===== src/rtl/miriscv_lsu_pkg.sv =====
`default_nettype none
// ============================================================================
// Module  : miriscv_lsu_pkg
// Brief   : Load/store size codes and byte-lane helpers shared by the LSU.
// Revision: 1.0 - initial release
// ============================================================================
package miriscv_lsu_pkg;

    localparam logic [2:0] LDST_B  = 3'b000;
    localparam logic [2:0] LDST_H  = 3'b001;
    localparam logic [2:0] LDST_W  = 3'b010;
    localparam logic [2:0] LDST_BU = 3'b100;
    localparam logic [2:0] LDST_HU = 3'b101;

    function automatic logic lsu_size_ok(input logic [2:0] size, input logic [1:0] off);
        case (size)
            LDST_B, LDST_BU: return 1'b1;
            LDST_H, LDST_HU: return ~off[0];
            LDST_W:          return (off == 2'b00);
            default:         return 1'b0;
        endcase
    endfunction

    // Width code is funct3[1:0]: 00 byte, 01 half, 10 word
    function automatic logic [3:0] lsu_be(input logic [1:0] width, input logic [1:0] off);
        case (width)
            2'b00:   return 4'b0001 << off;
            2'b01:   return 4'b0011 << {off[1], 1'b0};
            default: return 4'b1111;
        endcase
    endfunction

    function automatic logic [31:0] lsu_wdata(input logic [1:0] width, input logic [31:0] d);
        case (width)
            2'b00:   return {4{d[7:0]}};
            2'b01:   return {2{d[15:0]}};
            default: return d;
        endcase
    endfunction

endpackage
`default_nettype wire


===== src/rtl/miriscv_lsu_ext.sv =====
`default_nettype none
// ============================================================================
// Module  : miriscv_lsu_ext
// Brief   : Selects the addressed lane of read data and sign/zero-extends it.
// Revision: 1.0 - initial release
// ============================================================================
module miriscv_lsu_ext (
    input  logic [31:0] i_rdata,
    input  logic [1:0]  i_offset,
    input  logic [2:0]  i_size,
    output logic [31:0] o_data
);
    import miriscv_lsu_pkg::*;

    logic [31:0] w_shifted;

    // Halfword offsets are always even, so one byte-granular shift serves both.
    assign w_shifted = i_rdata >> {i_offset, 3'b000};

    always_comb begin
        o_data = i_rdata;
        case (i_size)
            LDST_B:  o_data = {{24{w_shifted[7]}}, w_shifted[7:0]};
            LDST_BU: o_data = {24'd0, w_shifted[7:0]};
            LDST_H:  o_data = {{16{w_shifted[15]}}, w_shifted[15:0]};
            LDST_HU: o_data = {16'd0, w_shifted[15:0]};
            default: o_data = i_rdata;
        endcase
    end

endmodule
`default_nettype wire


===== src/rtl/miriscv_lsu.sv =====
`default_nettype none
// ============================================================================
// Module  : miriscv_lsu
// Brief   : Load/store unit driving the req/gnt/rvalid data-memory bus.
// Revision: 1.0 - initial release
// ============================================================================
module miriscv_lsu #(
    parameter int RESP_TIMEOUT = 0
) (
    input  logic        clk_i,
    input  logic        rst_i,
    input  logic        lsu_req_i,
    input  logic        lsu_we_i,
    input  logic [2:0]  lsu_size_i,
    input  logic [31:0] lsu_addr_i,
    input  logic [31:0] lsu_data_i,
    output logic [31:0] lsu_data_o,
    output logic        lsu_stall_req_o,
    output logic        lsu_misalign_o,
    output logic        lsu_fault_o,
    output logic        data_req_o,
    output logic        data_we_o,
    output logic [3:0]  data_be_o,
    output logic [31:0] data_addr_o,
    output logic [31:0] data_wdata_o,
    input  logic        data_gnt_i,
    input  logic        data_rvalid_i,
    input  logic [31:0] data_rdata_i
);
    import miriscv_lsu_pkg::*;

    typedef enum logic [1:0] {
        S_IDLE        = 2'd0,
        S_WAIT_GNT    = 2'd1,
        S_WAIT_RVALID = 2'd2
    } state_t;

    localparam int c_CNT_W = (RESP_TIMEOUT > 1) ? $clog2(RESP_TIMEOUT) : 1;
    localparam logic [c_CNT_W-1:0] c_CNT_LAST =
        c_CNT_W'((RESP_TIMEOUT > 0) ? (RESP_TIMEOUT - 1) : 0);

    state_t              r_state;
    logic                r_we;
    logic [2:0]          r_size;
    logic [1:0]          r_off;
    logic [3:0]          r_be;
    logic [31:0]         r_wdata;
    logic [29:0]         r_waddr;
    logic [c_CNT_W-1:0]  r_cnt;

    logic                w_idle_req;
    logic                w_legal;
    logic                w_accept;
    logic                w_misalign;
    logic                w_complete;
    logic                w_fault;
    logic [3:0]          w_be;
    logic [31:0]         w_wdata;
    logic [31:0]         w_ext;

    assign w_legal    = lsu_size_ok(lsu_size_i, lsu_addr_i[1:0]);
    assign w_be       = lsu_be(lsu_size_i[1:0], lsu_addr_i[1:0]);
    assign w_wdata    = lsu_wdata(lsu_size_i[1:0], lsu_data_i);
    // Gating with rst_i keeps every output at zero while reset is held.
    assign w_idle_req = ~rst_i & lsu_req_i & (r_state == S_IDLE);
    assign w_accept   = w_idle_req & w_legal;
    assign w_misalign = w_idle_req & ~w_legal;
    assign w_complete = (r_state == S_WAIT_RVALID) & data_rvalid_i;
    assign w_fault    = (RESP_TIMEOUT > 0) & (r_state == S_WAIT_RVALID) &
                        ~data_rvalid_i & (r_cnt == c_CNT_LAST);

    assign lsu_misalign_o  = w_misalign;
    assign lsu_fault_o     = w_fault;
    assign lsu_stall_req_o = ~rst_i & lsu_req_i & ~w_complete & ~w_misalign & ~w_fault;

    miriscv_lsu_ext u_ext (
        .i_rdata  (data_rdata_i),
        .i_offset (r_off),
        .i_size   (r_size),
        .o_data   (w_ext)
    );

    assign lsu_data_o = (w_complete & ~r_we) ? w_ext : 32'd0;

    // First request cycle is driven straight from the operands; retries replay the latched copy.
    always_comb begin
        data_req_o   = 1'b0;
        data_we_o    = 1'b0;
        data_be_o    = 4'd0;
        data_addr_o  = 32'd0;
        data_wdata_o = 32'd0;
        if (w_accept) begin
            data_req_o   = 1'b1;
            data_we_o    = lsu_we_i;
            data_be_o    = w_be;
            data_addr_o  = {lsu_addr_i[31:2], 2'b00};
            data_wdata_o = w_wdata;
        end else if (r_state == S_WAIT_GNT) begin
            data_req_o   = 1'b1;
            data_we_o    = r_we;
            data_be_o    = r_be;
            data_addr_o  = {r_waddr, 2'b00};
            data_wdata_o = r_wdata;
        end
    end

    always_ff @(posedge clk_i or posedge rst_i) begin
        if (rst_i) begin
            r_state <= S_IDLE;
            r_we    <= 1'b0;
            r_size  <= 3'd0;
            r_off   <= 2'd0;
            r_be    <= 4'd0;
            r_wdata <= 32'd0;
            r_waddr <= 30'd0;
            r_cnt   <= '0;
        end else begin
            case (r_state)
                S_IDLE: begin
                    if (w_accept) begin
                        r_we    <= lsu_we_i;
                        r_size  <= lsu_size_i;
                        r_off   <= lsu_addr_i[1:0];
                        r_be    <= w_be;
                        r_wdata <= w_wdata;
                        r_waddr <= lsu_addr_i[31:2];
                        r_cnt   <= '0;
                        r_state <= data_gnt_i ? S_WAIT_RVALID : S_WAIT_GNT;
                    end
                end
                S_WAIT_GNT: begin
                    if (data_gnt_i) begin
                        r_cnt   <= '0;
                        r_state <= S_WAIT_RVALID;
                    end
                end
                S_WAIT_RVALID: begin
                    if (w_complete || w_fault) begin
                        r_state <= S_IDLE;
                    end else begin
                        r_cnt <= r_cnt + 1'b1;
                    end
                end
                default: r_state <= S_IDLE;
            endcase
        end
    end

endmodule
`default_nettype wire


===== config.mk =====
export PLATFORM = sky130hd
export DESIGN_NAME = miriscv_lsu
export DESIGN_NICKNAME = d
export VERILOG_FILES = /design/src/rtl/miriscv_lsu_pkg.sv /design/src/rtl/miriscv_lsu_ext.sv /design/src/rtl/miriscv_lsu.sv
export SDC_FILE = /design/constraint.sdc
export NUM_CORES = 1
export LEC_CHECK = 0
export BUFFER_PORTS_ARGS = -buffer_cell sky130_fd_sc_hd__clkbuf_2
export CORE_MARGIN = 10
export CORE_UTILIZATION = 45
export DETAILED_ROUTE_END_ITERATION = 7
export PLACE_DENSITY = 0.87
export SLEW_MARGIN = 20
export SYNTH_ARGS = -nofsm -noshare
export SYNTH_HDL_FRONTEND = slang
export SYNTH_HIERARCHICAL = 1
export SYNTH_SLANG_ARGS = --single-unit

===== constraint.sdc =====
create_clock -name clk_i -period 2.7 [get_ports clk_i]
set_clock_uncertainty 0.05 [all_clocks]
set_input_delay 0.27 -clock clk_i [delete_from_list [all_inputs] [get_ports clk_i]]
set_output_delay 0.27 -clock clk_i [all_outputs]
set_load 0.01 [all_outputs]

Word-level counts from Yosys, hierarchy flattened
Index checks and enable logic that the tools add are counted.
- bitwise logic cells: 14
- equal/unequal tests: 13
- multiply operators: 0
- muxes and demuxes: 20
- shifts and indexed selects: 3
- $lt $le $gt $ge: 0
- reductions and logical operators: 9
- divide/modulo/power cells: 0
- $add $sub $neg: 0
- operators by type and width (kind ; number):
    32-bit 2-to-1 mux ; 5
    32-bit case mux with 4 select lines ; 1
    32-bit case mux with 2 select lines ; 1
    32-bit by 5-bit right shift with 16-bit output ; 1
    3-bit equality test (second input constant) ; 4
    1-bit bitwise AND ; 8
    2-bit 2-to-1 mux ; 4
    4-bit 2-to-1 mux ; 2
    4-bit case mux with 2 select lines ; 1
    3-bit by 1-bit equality test with 1-bit output (second input constant) ; 2
    2-bit logical NOT ; 3
    3-bit logical NOT ; 2
    2-bit != test (second input constant) ; 3
    1-bit NOT ; 6
    2-bit case mux with 3 select lines ; 1
    2-bit by 1-bit equality test with 1-bit output (second input constant) ; 2
    1-bit 2-to-1 mux ; 4
    2-bit OR reduction ; 2
    1-bit by 2-bit << shifter with 4-bit output (first input constant) ; 1
    2-bit by 2-bit << shifter with 4-bit output (first input constant) ; 1
    3-bit by 2-bit equality test with 1-bit output (second input constant) ; 1
    1-bit case mux with 3 select lines ; 1
    3-bit AND reduction ; 1
    2-bit equality test (second input constant) ; 1
    2-bit AND reduction ; 1
- input port bits: 105
- output and inout port bits: 105
- bits in writable memories: 0
- bits in latches: 0
- register bits after elaboration: 74
- bits in read-only memories: 0
- memories: 0

Logic depth before layout (Yosys ltp)
Gate-level depths: netlist of run 1.
- depth after elaboration: 7
- depth in mapped cells: 7
- gate-level depth less buffers: 4

Cells and area by module
Netlist of run 1, hierarchy kept.
- modules (own cells, without submodules) (module ; instances ; area each (um^2) ; cells an instance ; seq. area each (um^2)):
    miriscv_lsu ; 1 ; 4269.1 ; 385 ; 1851.8
    miriscv_lsu_ext ; 1 ; 715.7 ; 111 ; 0.0

Worst setup path after synthesis of run 1
No wires, ideal clock.
- path kind: input to output
- start point: input port rst_i
- end point: output port lsu_stall_req_o
- setup slack: 0.000 ns
- data required time: 2.380 ns
- data arrival time: 2.380 ns
- buffers on the path: 0
- stages: 3
- path through: inv_1 nand2_1 a311oi_1
- cells in the longest elaborated chain, start to end: 6
- elaborated cells between the ends (all ways): 7
- those cells by class: 7 x bitwise
- RTL lines (element ; RTL line ; text):
    from (decl) ; miriscv_lsu.sv:11 ; input logic rst_i,
    1-bit NOT * ; miriscv_lsu.sv:65, miriscv_lsu.sv:74 ;
    1-bit bitwise AND * ; miriscv_lsu.sv:65, miriscv_lsu.sv:74 ;
    1-bit bitwise AND ; miriscv_lsu.sv:65 ; assign w_idle_req = ~rst_i & lsu_req_i & (r_state == S_IDLE);
    1-bit bitwise AND ; miriscv_lsu.sv:67 ; assign w_misalign = w_idle_req & ~w_legal;
    1-bit NOT ; miriscv_lsu.sv:74 ; assign lsu_stall_req_o = ~rst_i & lsu_req_i & ~w_complete & ~w_misalign & ~w_fault;
    1-bit bitwise AND * ; miriscv_lsu.sv:74 ;
    to (decl) ; miriscv_lsu.sv:18 ; output logic lsu_stall_req_o,
Every way passes the cells marked *; elsewhere a longest branch is shown, timed or not.

Worst setup path in the final report of run 1
- start point: register r_off[0]
- end point: output port lsu_data_o[15]
- cells in the longest elaborated chain, start to end: 3
- RTL lines (element ; RTL line ; text):
    from (decl) ; miriscv_lsu.sv:45 ; logic [1:0] r_off;
    from (signal assigned) ; miriscv_lsu.sv:123 ; r_off <= lsu_addr_i[1:0];
    32-bit by 5-bit right shift with 16-bit output ; miriscv_lsu_ext.sv:18 ; assign w_shifted = i_rdata >> {i_offset, 3'b000};
    32-bit case mux with 4 select lines ; miriscv_lsu_ext.sv:22 ; case (i_size)
    named net w_ext[15] ; miriscv_lsu.sv:59 ; logic [31:0] w_ext;
    32-bit 2-to-1 mux ; miriscv_lsu.sv:83 ; assign lsu_data_o = (w_complete & ~r_we) ? w_ext : 32'd0;
    to (decl) ; miriscv_lsu.sv:17 ; output logic [31:0] lsu_data_o,
The timed path passes the listed nets, and every way through them passes these cells.

==> results.md, run 1 <==
- WP buf/inv: 3
- Reg2reg path depth: 5
- GRT Resource Usage Total: a little under a fifth
- Initial antenna violation count: 0
- Multi-input gate area: about 2800 um^2
- Num rows: 38
- CP delay by family, top: simple AND/OR/NAND/NOR gates
- Gpl congestion: between 0.9 and 1
- Die X: 125 um
- First-pass GRT wire length: between 20 and 25 mm
- Number of synthesized flops with an enable pin: 0
- Lkg Pwr: approximately 3.1 nW
- Placed Cells: approximately 820
- DRT iter0 DRCs: 260
- Crit. End Element: output port
- Status: finished, final reports clean
- Drt pass-1 iters: 4
- Proportion of synthesized chip area in sequential cells: between 30% and 40%
- Sw Ratio: about a third
- Final nets: approximately 790
- Placed inst area: a little over 6000 um^2
- DIE HEIGHT: 125 um
- Peak supply drop: approximately 0.00037 V
- I/O Buffers: 206
- Clock-pin slew on the worst setup and hold paths: 0.08 ns
- Clock net sink count: 74
- Die area: between 15000 and 20000 um^2
- F_max: 0.398 GHz
- Critical path type: flop to output port
- Routed WL: 15.1 mm
- Critical Path AT: about 2.2 ns
- Clk_lat worst skew: approximately 0.35 ns
- Slew Limit Fails: 0
- Core outline area: around 11000 um^2
- Total grt overflow: 0
- Vias in the first global route: approximately 4600
- FF/Latch Area: ~1900 um^2
- Fin crit period: between 2 and 3 ns
- Layout Cells excl Fill: 832
- YS warnings: 6
- Cells along the critical path: buf_4 -> nor2b_1 -> a221oi_2 -> buf_4 -> o31ai_1 -> and2_1 -> clkbuf_2
- Critical path depth: 7
- Worst slew margin: a little under two fifths
- Post-DRT Antenna Nets: 0
- DRC: 0
- CP max stage cell: nor2b_1
- Post-route cell area: approximately 6300 um^2
- CTS max path bufs: 2
- Internal power: around 2.7 mW
- FFs w/ async S/R, synth: between 90% and 100%
- Cells after Synth: around 500
- Vias post-DR: around 4500
- Count of different cell masters after synthesis: between 40 and 50
- Share of post-route cells with drive strength above 1: around 45%
- Total chip power: between 4 and 5 mW
- Vias/cell: around 5.4
- Final HPWL from detailed placement: approximately 12 mm
- CTS Root Cell: clkbuf_8
- Sum of negative setup slack: 0 ns
- Netlist Area Pre-Place: roughly 5000 um^2
- WL/cell: roughly 18 um
- N_diodes: 0
- Worst Path Max Fanout: 17
- Area Growth Syn to Fin: 25.8%
- H-Tree Level Count: 3
- Placement Setup Slack: ~0.42 ns
- Initial Util: 46.0%
- Clock network power share: a little over a fifth
- # setup viols final: 0
- Syn avg cell area: ~10 um^2
- Period utilisation layout: between 90 and 100%
- Sequential power share: 42.7%
- Max incr delay on CP: approximately 0.41 ns
- Cts bufs inserted: 9
- IO Pins: between 200 and 250
- Startpoint types: flop
- Worst slew pin tran: 0.946 ns
- RSZ-0062 raised after global routing: no
- WHS Path Cells: 2
- Max_cap viols: 0
- FF+latch count, synth: 74
- Sw Pwr: 1.44 mW
- Combinational power share: a little over a third
- CTS tree: yes
- Primary FF master, synth: dfrtp_1
- Final hold vios: 0
- Most used cell, CP: buf_4
- Number of fill cells: between 900 and 1000
- Cell area power density: 652 nW/um^2
- Final setup margin: between 0.15 and 0.2 ns
- Largest net degree at the start of global routing: 75
- Worst endpoint required time: between 2 and 2.5 ns
- Hold WC Path Type: input pin to flop
[worst paths after layout]
check,slack (ns),endpoint,from
setup / recovery,0.19,lsu_data_o[15],r_off[0]
hold / removal,0.04,r_state[0],data_gnt_i
setup reg to reg,0.73,r_wdata[12],r_state[1]
hold reg to reg,0.46,r_be[1],r_be[1]
max in group asynchronous,1.72,r_off[1],rst_i
min in group asynchronous,0.18,r_waddr[22],rst_i
[cells in the final DEF (no fill, tap or decap), types with 2 or more instances in the layout]
master,instances
conb_1,3
clkbuf_8,10
nand2_1,59
mux2i_1,52
dfrtp_1,73
clkbuf_1,2
mux2_2,62
nor2b_1,2
a21oi_1,3
o21ai_1,3
a221oi_1,4
a22o_1,45
o21ai_0,45
a22oi_1,4
a21o_1,2
clkbuf_2,206
inv_1,30
a2bb2oi_1,2
buf_4,11
o31ai_1,7
and2_1,33
buf_12,3
[layer usage]
metal | global-route usage, % | wire length (um) | up-vias
met5 | 0 | 0 | -
met4 | 8.33 | 482 | 0
met3 | 7.65 | 1500 | 31
met2 | 30.1 | 7110 | 202
met1 | 21.0 | 6040 | 2140
li1 | - | - | 2151
[power groups by stage]
| stage | Sequential [mW] | Combinational, mW | Clock, mW |
|---|---|---|---|
| global placement | 1.74 | 1.44 | 0 |
| finish | 1.75 | 1.48 | 0.866 |
| floorplan | 1.65 | 1.15 | 0 |
| detailed placement | 1.76 | 1.48 | 0 |
| CTS | 1.74 | 1.48 | 0.892 |
| global route | 1.79 | 1.64 | 0.939 |
[kinds of logic (layout without fill, tap and decap cells)]
group,after synthesis,in the layout,share of synthesized area (%)
buffers and inverters,73,267,8.28
AO/OA/AOI/OAI,127,127,18.5
AND/OR/NAND/NOR,106,106,11.1
flip-flops,74,74,37.1
other,1,3,0.0752
multiplexers,115,115,24.9
[state kept, by name, indices dropped and copies added, names as in the netlist]
register  count
r_wdata      32
r_waddr      30
r_be          4
r_size        3
r_off         2
r_state       2
r_we          1
[final cells by class]
cell class                 instances  area share, %
clock inverter                     4          0.818
clock buffer                      12           2.31
tap                              140           2.79
sequential                        74           29.5
timing repair buffer             220           18.7
multi-input combinational        351           44.0
inverter                          31           1.86
[repair_timing]
item | 4_1_cts | 5_1_grt
resized for setup | 0 | 1
setup buffers | 0 | 1
endpoints found under the setup margin | 0 | 57
hold buffers | 0 | 0
[stage by stage]
stage	hold WS (ns)	utilization (%)
global placement	0.398	56.0
detailed placement	0.410	56.0
finish	0.0429	57.9
global route	0.0306	57.9
CTS	0.0179	57.8
floorplan	0.292	-
[cells in the mapped netlist, types with 2 or more instances]
cell       instances  share of area, %
o21ai_1            3              0.30
a221oi_1           4              0.70
mux2i_1           52                10
buf_2              8              0.80
mux2_2            62                14
buf_6              9               2.0
o31ai_1            7               1.1
a21oi_1            3              0.30
buf_8              2              0.60
a22oi_1            4              0.60
nor2b_1            3              0.38
a22o_1            45               7.9
and2_1            33               4.1
dfrtp_1           74                37
o21ai_0           45               4.5
buf_1              2              0.15
inv_1             31               2.3
a21o_1             2              0.30
clkbuf_1          14               1.1
nand2_1           59               4.4
buf_4              6              0.90
a2bb2oi_1          2              0.35
Power figures use the tool's default switching activity.
==> run 2: changes to the inputs <==
--- a/config.mk
+++ b/config.mk
@@ -11,2 +11,3 @@
 export DETAILED_ROUTE_END_ITERATION = 7
+export GPL_ROUTABILITY_DRIVEN = 0
 export PLACE_DENSITY = 0.87
==> constraint.sdc (replaced) <==
create_clock -name clk_i -period 2.7 [get_ports clk_i]
set_clock_uncertainty 0.05 [all_clocks]
set_input_delay 0.135 -clock clk_i [delete_from_list [all_inputs] [get_ports clk_i]]
set_output_delay 0.135 -clock clk_i [all_outputs]
set_load 0.01 [all_outputs]
==> run 2 against run 1 <==
Die area unchanged; setup slack lost 0.056 ns; combinational power about the same; worst hold slack worse by 0.027 ns; non-clock buffer count rose by 26; maximum frequency is 2.2% lower; global-route usage grew 0.26 points; clock-buffer cell count down 1; cell area is 4.5% higher; critical path depth shrank 2; critical endpoint is now lsu_data_o[25].
==> results.md, run 2 (synthesis gave the netlist of run 1 again) <==
- Status: finished, final reports clean
- Reg2reg path depth: 4
- I/O Buffers: between 200 and 250
- Clock net sink count: 74
- Vias in the first global route: 4743
- Core outline area: ~11000 um^2
- Clk_lat worst skew: 0.34 ns
- N_diodes: 0
- Sw Pwr: 1.45 mW
- # setup viols final: 0
- DIE HEIGHT: about 130 um
- Post-CTS Setup Repair Bufs: 0
- Sequential power share: approximately 42%
- Crit. End Element: output port
- Gr busiest metal: met2
- FF-to-FF End: r_waddr[25]
- First-pass GRT wire length: between 20 and 25 mm
- Hold WC Path Type: input pin to flop
- DRT iter0 DRCs: just over 200
- Die area: 15700 um^2
- Post-route cell area: 6550 um^2
- Lkg Pwr: 3.23 nW
- Final HPWL from detailed placement: between 10 and 15 mm
- Sw Ratio: about a third
- Cells along the critical path: mux4_2 -> o211ai_4 -> o21ai_0 -> and2_1 -> clkbuf_2
- CP delay by family, top: flip-flops
- Worst slew margin: 36.7%
- Cell area power density: 642 nW/um^2
- Slew Limit Fails: 0
- Met1 GRT Util: roughly 20%
- WP buf/inv: 1
- Register-to-Register Setup Slack: 0.53 ns
- Die X: ~130 um
- Cts bufs inserted: 9
- Largest net degree at the start of global routing: 75
- Clock-pin slew on the worst setup and hold paths: around 0.07 ns
- Num rows: 38
- Startpoint types: flop
- IO Pins: 210
- Grt met2 use: a little under a third
- Clock network power share: between 20% and 30%
- Combinational power share: 35.9%
- Crit path to: lsu_data_o[25]
- Final hold vios: 0
- R2r startpoint: r_state[1]
- RSZ-0062 raised after global routing: no
- Total chip power: around 4.2 mW
- Layout Utilization: about three fifths
- Post-DRT Antenna Nets: 0
- CTS tree: yes
- Share of post-route cells with drive strength above 1: a little over two fifths
- Internal power: around 2.8 mW
- WL/cell: ~18 um
- Hold Slack: about 0.016 ns
- Period utilisation layout: between 90 and 100%
- CP max stage cell: dfrtp_1
- Number of fill cells: 895
- Fin crit period: between 2 and 3 ns
- H-Tree Level Count: 3
- Commonest non-fill, non-tap cell in the layout: clkbuf_2
- Critical path depth: 5
- CP startpoint: r_off[1]
- Largest register FFs: 32
- Largest Register: r_wdata
- Routed WL: 15.8 mm
- Worst endpoint required time: 2.52 ns
- Commonest non-fill, non-tap cells in the layout: clkbuf_2, dfrtp_1, mux2_2, nand2_1, mux2i_1
- Initial Util: a little under half
- F_max: 0.390 GHz
- Total grt overflow: 0
- Met3 global-route usage: 8.28%
- Worst slew pin tran: between 0.9 and 1 ns
- DRC: 0
- Drt pass-1 iters: 5
- CTS max path bufs: 2
- GRT Resource Usage Total: 18.8%
- CTS Root Cell: clkbuf_8
- Area Growth Syn to Fin: 31.5%
- Max_cap viols: 0
- Top Registers: r_wdata: 32 flops, r_waddr: 30 flops, r_be: 4 flops
- Critical path type: flop to output port
- Max incr delay on CP: between 0.7 and 0.8 ns
- Critical Path AT: 2.38 ns
- Vias/cell: approximately 5.4
- Initial antenna violation count: 0
- Worst Path Max Fanout: 16
- Final nets: 818
- Vias post-DR: about 4600
- Placed inst area: a little over 6000 um^2
- Peak supply drop: 0.000448 V
- Sum of negative setup slack: 0 ns
## run 2: cell types whose count changed in the layout (fill, tap and decap cells not counted)
cell,previous run,this run
buf_4,11,8
nor2b_2,0,1
dlygate4sd3_1,0,29
clkbuf_1,2,1
nor2b_1,2,1
clkinv_4,1,0
clkinvlp_4,1,0
bufinv_16,1,2
## run 2: how the worst min path moves through the flow
stage	from	endpoint	slack [ns]	depth (start not counted)
detailed placement	data_gnt_i	r_state[0]	0.27	2
global route	lsu_addr_i[6]	r_waddr[4]	0.003	2
finish	lsu_addr_i[6]	r_waddr[4]	0.02	2
floorplan	data_gnt_i	r_state[0]	0.16	1
global placement	data_gnt_i	r_state[0]	0.26	2
CTS	lsu_addr_i[6]	r_waddr[4]	0.0007	2
## run 2: per-stage QoR
stage / cells / worst slack, ns
floorplan: 498 / 0.270
detailed placement: 813 / 0.478
global route: 856 / 0.0206
finish: 856 / 0.133
CTS: 856 / 0.102
global placement: 813 / 0.516
## run 2: power by group through the flow
stage	clock (mW)	sequential (mW)	combinational, mW
floorplan	0	1.65	1.15
global placement	0	1.75	1.42
detailed placement	0	1.78	1.46
CTS	0.942	1.76	1.50
global route	0.980	1.82	1.65
finish	0.921	1.77	1.51
## run 2: area by class of cell
class                      count  area (um^2)  share of cell area, %
sequential                    74         1850                   28.3
timing repair buffer         246         1440                   22.0
multi-input combinational    351         2760                   42.1
inverter                      31          116                   1.78
tap                          140          175                   2.67
clock inverter                 3         65.1                  0.993
clock buffer                  11          141                   2.16
## run 2: per-layer routing
metal / part of all wire (%) / routed length (um)
met2: 49 / 7650
met4: 2.7 / 425
met3: 11 / 1690
met1: 38 / 6000
met5: 0 / 0
## run 2: worst register-to-register path, delay by kind of cell (launching register included)
family,cells,cell delay (ns)
AO/OA/AOI/OAI,1,0.35
AND/OR/NAND/NOR,1,0.42
multiplexers,1,0.40
buffers and inverters,1,0.31
flip-flops,1,0.53
## run 2: repair_timing
action                                  in CTS  in global routing
hold buffers                                29                  0
endpoints found under the hold margin       29                  0
gates resized for setup                      0                  2
endpoints found under the setup margin       0                 20
